### src/rtl/aes_in_pkg.sv
// Shared types and sizing for the AES input loader.
package aes_in_pkg;
  localparam int WORDS_PER_BLOCK    = 4;
  localparam int WORD_W             = 32;
  localparam int BLK_W              = WORDS_PER_BLOCK * WORD_W;
  localparam int WC_W               = $clog2(WORDS_PER_BLOCK);
  localparam int TIMEOUT_CYCLES_DEF = 255;

  typedef enum logic [1:0] {ST_KEY, ST_DATA, ST_RUN} aes_st_e;
endpackage

### src/rtl/aes_word_packer.sv
// Packs 32-bit words MSW-first into a 128-bit register; clr zeroes the block.
module aes_word_packer
  import aes_in_pkg::*;
(
  input  logic              clk,
  input  logic              rst_n,
  input  logic              wr_en,
  input  logic              clr,
  input  logic [WORD_W-1:0] wdata,
  output logic [BLK_W-1:0]  blk,
  output logic              last
);
  logic [WC_W-1:0] wc;

  assign last = wr_en && (wc == WC_W'(WORDS_PER_BLOCK - 1));

  always_ff @(posedge clk) begin
    if (!rst_n) begin
      blk <= '0;
      wc  <= '0;
    end else if (clr) begin
      blk <= '0;
    end else if (wr_en) begin
      for (int i = 0; i < WORDS_PER_BLOCK; i++)
        if (wc == WC_W'(i)) blk[BLK_W-1-WORD_W*i -: WORD_W] <= wdata;
      wc <= wc + 1'b1;
    end
  end
endmodule

### src/rtl/aes_in_loader.sv
// Feeds AES_top: loads key/plaintext words, runs the core, times out if it stalls.
// Optional macro AES_IN_SCRUB_EN clears operand registers when a block leaves RUN.
module aes_in_loader
  import aes_in_pkg::*;
#(
  parameter  int TIMEOUT_CYCLES = TIMEOUT_CYCLES_DEF,
  localparam int CNT_W          = $clog2(TIMEOUT_CYCLES + 1)
) (
  input  logic              AES_clk,
  input  logic              AES_rst_n,
  input  logic              s_valid,
  output logic              s_ready,
  input  logic [WORD_W-1:0] s_data,
  input  logic              cfg_key_reuse,
  input  logic              AES_data_out_valid,
  output logic              AES_en,
  output logic [BLK_W-1:0]  AES_key_in,
  output logic [BLK_W-1:0]  AES_data_in,
  output logic              busy,
  output logic              blk_done,
  output logic              timeout_err
);
  aes_st_e          state;
  logic [CNT_W-1:0] run_cnt;
  logic             xfer, key_wr, data_wr, key_last, data_last;
  logic             run_exit, key_clr, data_clr;

  assign xfer     = s_valid && s_ready;
  assign key_wr   = xfer && (state == ST_KEY);
  assign data_wr  = xfer && (state == ST_DATA);
  // Completion and timeout share one exit; completion takes precedence below.
  assign run_exit = (state == ST_RUN) &&
                    (AES_data_out_valid || (run_cnt == CNT_W'(TIMEOUT_CYCLES)));

`ifdef AES_IN_SCRUB_EN
  assign data_clr = run_exit;
  assign key_clr  = run_exit && !cfg_key_reuse;
`else
  assign data_clr = 1'b0;
  assign key_clr  = 1'b0;
`endif

  aes_word_packer u_key (
    .clk(AES_clk), .rst_n(AES_rst_n), .wr_en(key_wr), .clr(key_clr),
    .wdata(s_data), .blk(AES_key_in), .last(key_last)
  );

  aes_word_packer u_data (
    .clk(AES_clk), .rst_n(AES_rst_n), .wr_en(data_wr), .clr(data_clr),
    .wdata(s_data), .blk(AES_data_in), .last(data_last)
  );

  always_ff @(posedge AES_clk) begin
    if (!AES_rst_n) begin
      state       <= ST_KEY;
      run_cnt     <= '0;
      s_ready     <= 1'b0;
      AES_en      <= 1'b0;
      busy        <= 1'b0;
      blk_done    <= 1'b0;
      timeout_err <= 1'b0;
    end else begin
      blk_done <= 1'b0;
      case (state)
        ST_KEY: begin
          s_ready <= 1'b1;
          if (key_last) state <= ST_DATA;
        end
        ST_DATA: begin
          s_ready <= 1'b1;
          if (data_last) begin
            state   <= ST_RUN;
            s_ready <= 1'b0;
            AES_en  <= 1'b1;
            busy    <= 1'b1;
            run_cnt <= '0;
          end
        end
        ST_RUN: begin
          if (run_exit) begin
            state   <= cfg_key_reuse ? ST_DATA : ST_KEY;
            s_ready <= 1'b1;
            AES_en  <= 1'b0;
            busy    <= 1'b0;
            run_cnt <= '0;
            if (AES_data_out_valid) blk_done    <= 1'b1;
            else                    timeout_err <= 1'b1;
          end else begin
            run_cnt <= run_cnt + 1'b1;
          end
        end
        default: begin
          state   <= ST_KEY;
          s_ready <= 1'b1;
          AES_en  <= 1'b0;
          busy    <= 1'b0;
        end
      endcase
    end
  end
endmodule

### config.mk
export PLATFORM = sky130hd
export DESIGN_NAME = aes_in_loader
export DESIGN_NICKNAME = d
export VERILOG_FILES = /design/src/rtl/aes_in_pkg.sv /design/src/rtl/aes_word_packer.sv /design/src/rtl/aes_in_loader.sv
export SDC_FILE = /design/constraint.sdc
export NUM_CORES = 1
export LEC_CHECK = 0
export ABC_CLOCK_PERIOD_IN_PS = 1450
export CORE_MARGIN = 5
export CORE_UTILIZATION = 36
export DETAILED_ROUTE_END_ITERATION = 6
export GPL_TIMING_DRIVEN = 0
export PLACE_DENSITY = 0.76
export SETUP_SLACK_MARGIN = 0.5
export SLEW_MARGIN = 20
export SYNTH_ARGS = -nofsm -noshare
export SYNTH_HDL_FRONTEND = slang
export SYNTH_SLANG_ARGS = --single-unit
### constraint.sdc
create_clock -name AES_clk -period 1.45 [get_ports AES_clk]
set_input_delay 0.145 -clock AES_clk [delete_from_list [all_inputs] [get_ports AES_clk]]
set_output_delay 0.145 -clock AES_clk [all_outputs]
set_load 0.005 [all_outputs]
* Word level (Yosys, flattened, before mapping)
Index checks and enable logic that the tools add are counted. W data, S select, Z words.
Storage, ports and cells: register bits after elaboration 274, input bits 37
Operators by class: $add $sub $neg 3, equal/unequal tests 12, multiplexer cells 15, bitwise gates (word level) 2, reduce and logical (&&, ||, !) cells 24
Operators by type and width (count):
- $reduce_and A2 Y1 | 9
- $mux W8 | 2
- $pmux W8 S2 | 1
- $reduce_and A3 Y1 | 4
- $eq A2 B2 Y1 const B | 5
- $add A8 B1 Y8 const B | 1
- $eq A8 B8 Y1 const B | 1
- $eq A2 B1 Y1 const B | 3
- $logic_and A1 B1 Y1 | 6
- $logic_not A2 Y1 | 3
- $mux W1 | 6
- $mux W2 | 3
- $ne A2 B2 Y1 const B | 3
- $pmux W2 S3 | 1
- $add A2 B1 Y2 const B | 2
- $pmux W1 S3 | 1
- $not A1 Y1 | 2
- $pmux W1 S2 | 1
- $reduce_bool A2 Y1 | 1
- $logic_or A1 B1 Y1 | 1

* Longest topological paths before layout
word-level depth 5, mapped depth 7, depth with buffers taken out 5

* Hierarchy
From an unflattened synthesis, not the netlist that was laid out.
Unflattened totals: cells, all modules 1226, area, all modules 9768.1 µm²
Modules (own cells, without submodules):
- aes_word_packer | instances 2, cells each 575, area an instance 4550.6 µm², seq. area each 2602.5 µm²
- aes_in_loader | instances 1, cells each 76, area an instance 666.9 µm², seq. area each 280.3 µm²

* Worst setup path after synthesis
OpenSTA, ideal clock, no wires.
path type register to register, start reg state[0], end reg u_key.blk[121], setup time 132 ps, arrival time 1272 ps, required time 1318 ps, setup slack 45 ps, cell stages (with the launch flop) 8, path buffers 3, clock period less this slack 1405 ps, cell sequence dfxtp_1 and4bb_1 buf_4 and2_1 buf_2 buf_6 nand2_1 a21oi_1
On the way: word-level cells in the longest chain between the ends 3
Ends and longest elaborated chain:
- start, declared | RTL line aes_in_loader.sv:23 | aes_st_e state;
- start signal, assigned | RTL line aes_in_loader.sv:81 | state <= cfg_key_reuse ? ST_DATA : ST_KEY;
- $logic_not A2 Y1 | RTL line aes_in_loader.sv:29 | assign key_wr = xfer && (state == ST_KEY);
- $logic_and A1 B1 Y1 | RTL line aes_in_loader.sv:29
- $reduce_and A2 Y1 (no source line)
- end signal, assigned by index | RTL line aes_word_packer.sv:25 | if (wc == WC_W'(i)) blk[BLK_W-1-WORD_W*i -: WORD_W] <= wdata;
- end, declared | RTL line aes_word_packer.sv:10 | output logic [BLK_W-1:0] blk,
Every way passes these cells. A chain may end at the register's enable or synchronous reset.

* Worst setup path after layout
start reg state[1], end reg u_key.blk[48]
Same word-level chain as after synthesis.

==> metrics.txt <==
largest net degree at the start of global routing 15; DRC viols 0; WL/cell between 20 and 25 microns; crit-path max cell delay 0.37 ns; synth warn 0; register area share after synthesis 54.52%; final worst slack -0.2072 ns; Setup-failing EPs final about 260; Sink Count 274; Clock power frac 47.9%; Slew headroom roughly 45%; Critical Path Start state[1]$_SDFFE_PN0P_; DP Worst Slack -1.022 ns; min cycle time layout 1.657 ns; fin. max-slew vios 0; TritonRoute pass-1 iters 5; CP Cell Sequence and4bb_2, buf_6, and2_4, buf_12, buf_16, nand2_4, a21oi_2; Switching Power 0.004047 W; crit-path leading delay family simple AND/OR/NAND/NOR gates; Net count, final 1693; first-pass GRT wire length 59.80 mm; Power Dens Cells approximately 960 mW/mm^2; Synth Register Bits between 200 and 300; Core ar. 0.02771 sq mm; Sw Share a little under a quarter; Hold Crit Depth 2; CP Launch Type register; Vias/cell 5.305; type of the worst setup path register to register; r2r setup slk -0.21 ns; Layout Skew 0.01013 ns; Data required, critical path 1.91 ns; Int Power 0.01296 W; Die Ht 177.2 microns; antenna violations before repair 0; Reg-to-Reg Start state[1]$_SDFFE_PN0P_; layout cells sized above 1 41.58%; FMAX 603.4 MHz; IO Pins 298; HP Class input pin to register; Comb power frac about 7.2%; TritonCTS Buffers 28; endpoints failing hold 0; Hold Path Origin AES_data_out_valid; Overall Global Routing Usage between 20 and 25%; site row count 61; Ant. Diodes 0; failing checks negative setup slack; initial core utilization 36.31%; Max VDD drop 798.3 uV; Netlist cell types 39; grt ovf 0; most common cell after layout, fill and taps aside nand2_1; H-tree Lvls 1; 1st-iter DRT viols ~900; worst skew pair latency around 0.55 ns; CTS tree done; Synth Cell Area between 0.01 and 0.015 sq mm; Placer Congestion 0.8407; Worst Setup End Kind register; status finished with violations; reg2reg end u_key.blk[48]$_SDFFE_PN0P_; most frequent cells in the layout 325 x nand2_1, 232 x dlygate4sd2_1, 228 x dfxtp_1; cell count after synthesis 1256; Clock transition at path regs 0.06 ns; setup TNS -24.19 ns; drt total wl 45.69 mm; port bufs 265; mean post-synth cell area 8.010 sq um; Worst Reg2Reg Path Length in Cells 7; Least-Margin Pin Slew 0.8268 ns; Area growth syn-to-layout 75.84%; Flop pwr share 45.0%; root buf cell clkbuf_16; post-DP HPWL 26.98 mm; number of global-route vias before repair 10131; Worst Hold End blk_done$_SDFF_PN0_; die width 177.2 microns; Leak 7.848 nW; CP max FO 8; Worst EP arrival 2.11 ns; Vias 10859; fin crit share 114.3%; die area between 0.03 and 0.04 sq mm; Max Cap Viol 0; RSZ-0062 raised after global routing true; WHS 0.3342 ns; Synthesized Nets 1302; Longest Clk Path Bufs 3; Final ANT Viol Nets 0; slowest cell on the critical path and4bb_2; buffers plus inverters on the worst setup path 3
## layer usage
metal / vias up / global-route usage (%) / part of all wire (%)
li1: 4841 / - / -
met1: 5275 / 29.47 / 37
met2: 566 / 42.64 / 50
met3: 177 / 4.849 / 7.3
met4: 0 / 9.961 / 5.7
met5: - / 0 / 0
## cells in the mapped netlist
master | instances | area (sq um)
nand2_1 | 523 | 1963
dfxtp_1 | 274 | 5485
a21oi_1 | 265 | 1326
buf_2 | 37 | 185.2
buf_4 | 36 | 270.3
clkbuf_1 | 30 | 112.6
buf_6 | 16 | 180.2
nor2_1 | 12 | 45.04
ha_1 | 9 | 112.6
and2_1 | 8 | 50.05
o21ai_0 | 5 | 25.02
inv_1 | 4 | 15.01
nand3_1 | 4 | 20.02
a211oi_1 | 2 | 15.01
a21oi_4 | 2 | 32.53
a31oi_1 | 2 | 12.51
and3_1 | 2 | 12.51
and4_1 | 2 | 17.52
nor3_1 | 2 | 10.01
xnor2_1 | 2 | 17.52
a2111oi_1 | 1 | 10.01
a22oi_1 | 1 | 7.510
a31o_2 | 1 | 8.760
a32oi_1 | 1 | 8.760
a41oi_1 | 1 | 8.760
and4b_1 | 1 | 10.01
and4bb_1 | 1 | 12.51
clkbuf_2 | 1 | 5.000
inv_2 | 1 | 3.750
mux2i_1 | 1 | 10.01
nand2_2 | 1 | 6.260
nand4_1 | 1 | 6.260
nor2b_1 | 1 | 6.260
nor4_1 | 1 | 6.260
o211a_1 | 1 | 10.01
o21a_1 | 1 | 7.510
or2b_1 | 1 | 7.510
or3_1 | 1 | 6.260
or3b_4 | 1 | 11.26
## registers in the layout (all words and copies together), names as in the netlist
signal / cells
busy: 1
state: 2
u_data.blk: 128
u_key.blk: 128
blk_done: 1
run_cnt: 8
timeout_err: 1
u_data.wc: 2
u_key.wc: 2
s_ready: 1
## what timing repair did
action | CTS | global route
gates resized for setup | 582 | 449
cloned | 16 | 14
hold buffers | 31 | 4
pin swaps | 52 | 154
endpoints found under the hold margin | 256 | 1
buffers inserted | 24 | 7
endpoints found under the setup margin | 534 | 535
## area by class of cell
cell class / instances / area, sq um
tap: 378 / 473.0
fill: 2114 / 10010
clock buffer: 36 / 792.0
buffer: 120 / 1177
inverter: 5 / 18.77
sequential: 274 / 5553
timing repair buffer: 361 / 3699
multi-input combinational: 857 / 5734
clock inverter: 16 / 244.0
## power by group through the flow
stage                     logic [W]  clock network, W  registers (W)
after floorplan            0.000408                 0        0.00782
after global placement     0.000818                 0        0.00782
after detailed placement   0.000832                 0        0.00782
after CTS                  0.000902           0.00812        0.00764
after global routing        0.00127           0.00848        0.00765
final                       0.00122           0.00814        0.00765
## cell families after synthesis
family / Yosys count / synth area share, %
and+or+nand+nor: 562 / 21.78
AOI/OAI and AO/OA: 283 / 14.64
DFF: 274 / 54.52
buffers and inverters: 125 / 7.673
adders and majority gates: 9 / 1.119
xor gates and xnor gates: 2 / 0.1741
muxes: 1 / 0.09949
## stage by stage
stage	power, W	util (%)	instance area [sq um]	std cells
after global placement	0.008634	48.15	13340	1899
final	0.01700	63.85	17690	2047
after CTS	0.01666	56.30	15600	2022
after floorplan	0.008225	-	10210	1256
after detailed placement	0.008650	48.15	13340	1899
after global routing	0.01740	63.85	17690	2047
## worst max path at each step
stage	cells past startpoint	end
floorplan	7	u_data.blk[33]$_SDFFE_PN0P_
global placement	5	u_data.blk[31]$_SDFFE_PN0P_
detailed placement	5	u_key.blk[35]$_SDFFE_PN0P_
CTS	7	u_key.blk[57]$_SDFFE_PN0P_
global route	7	u_key.blk[48]$_SDFFE_PN0P_
finish	7	u_key.blk[48]$_SDFFE_PN0P_
Note: power is estimated with default switching activity, not from simulation.
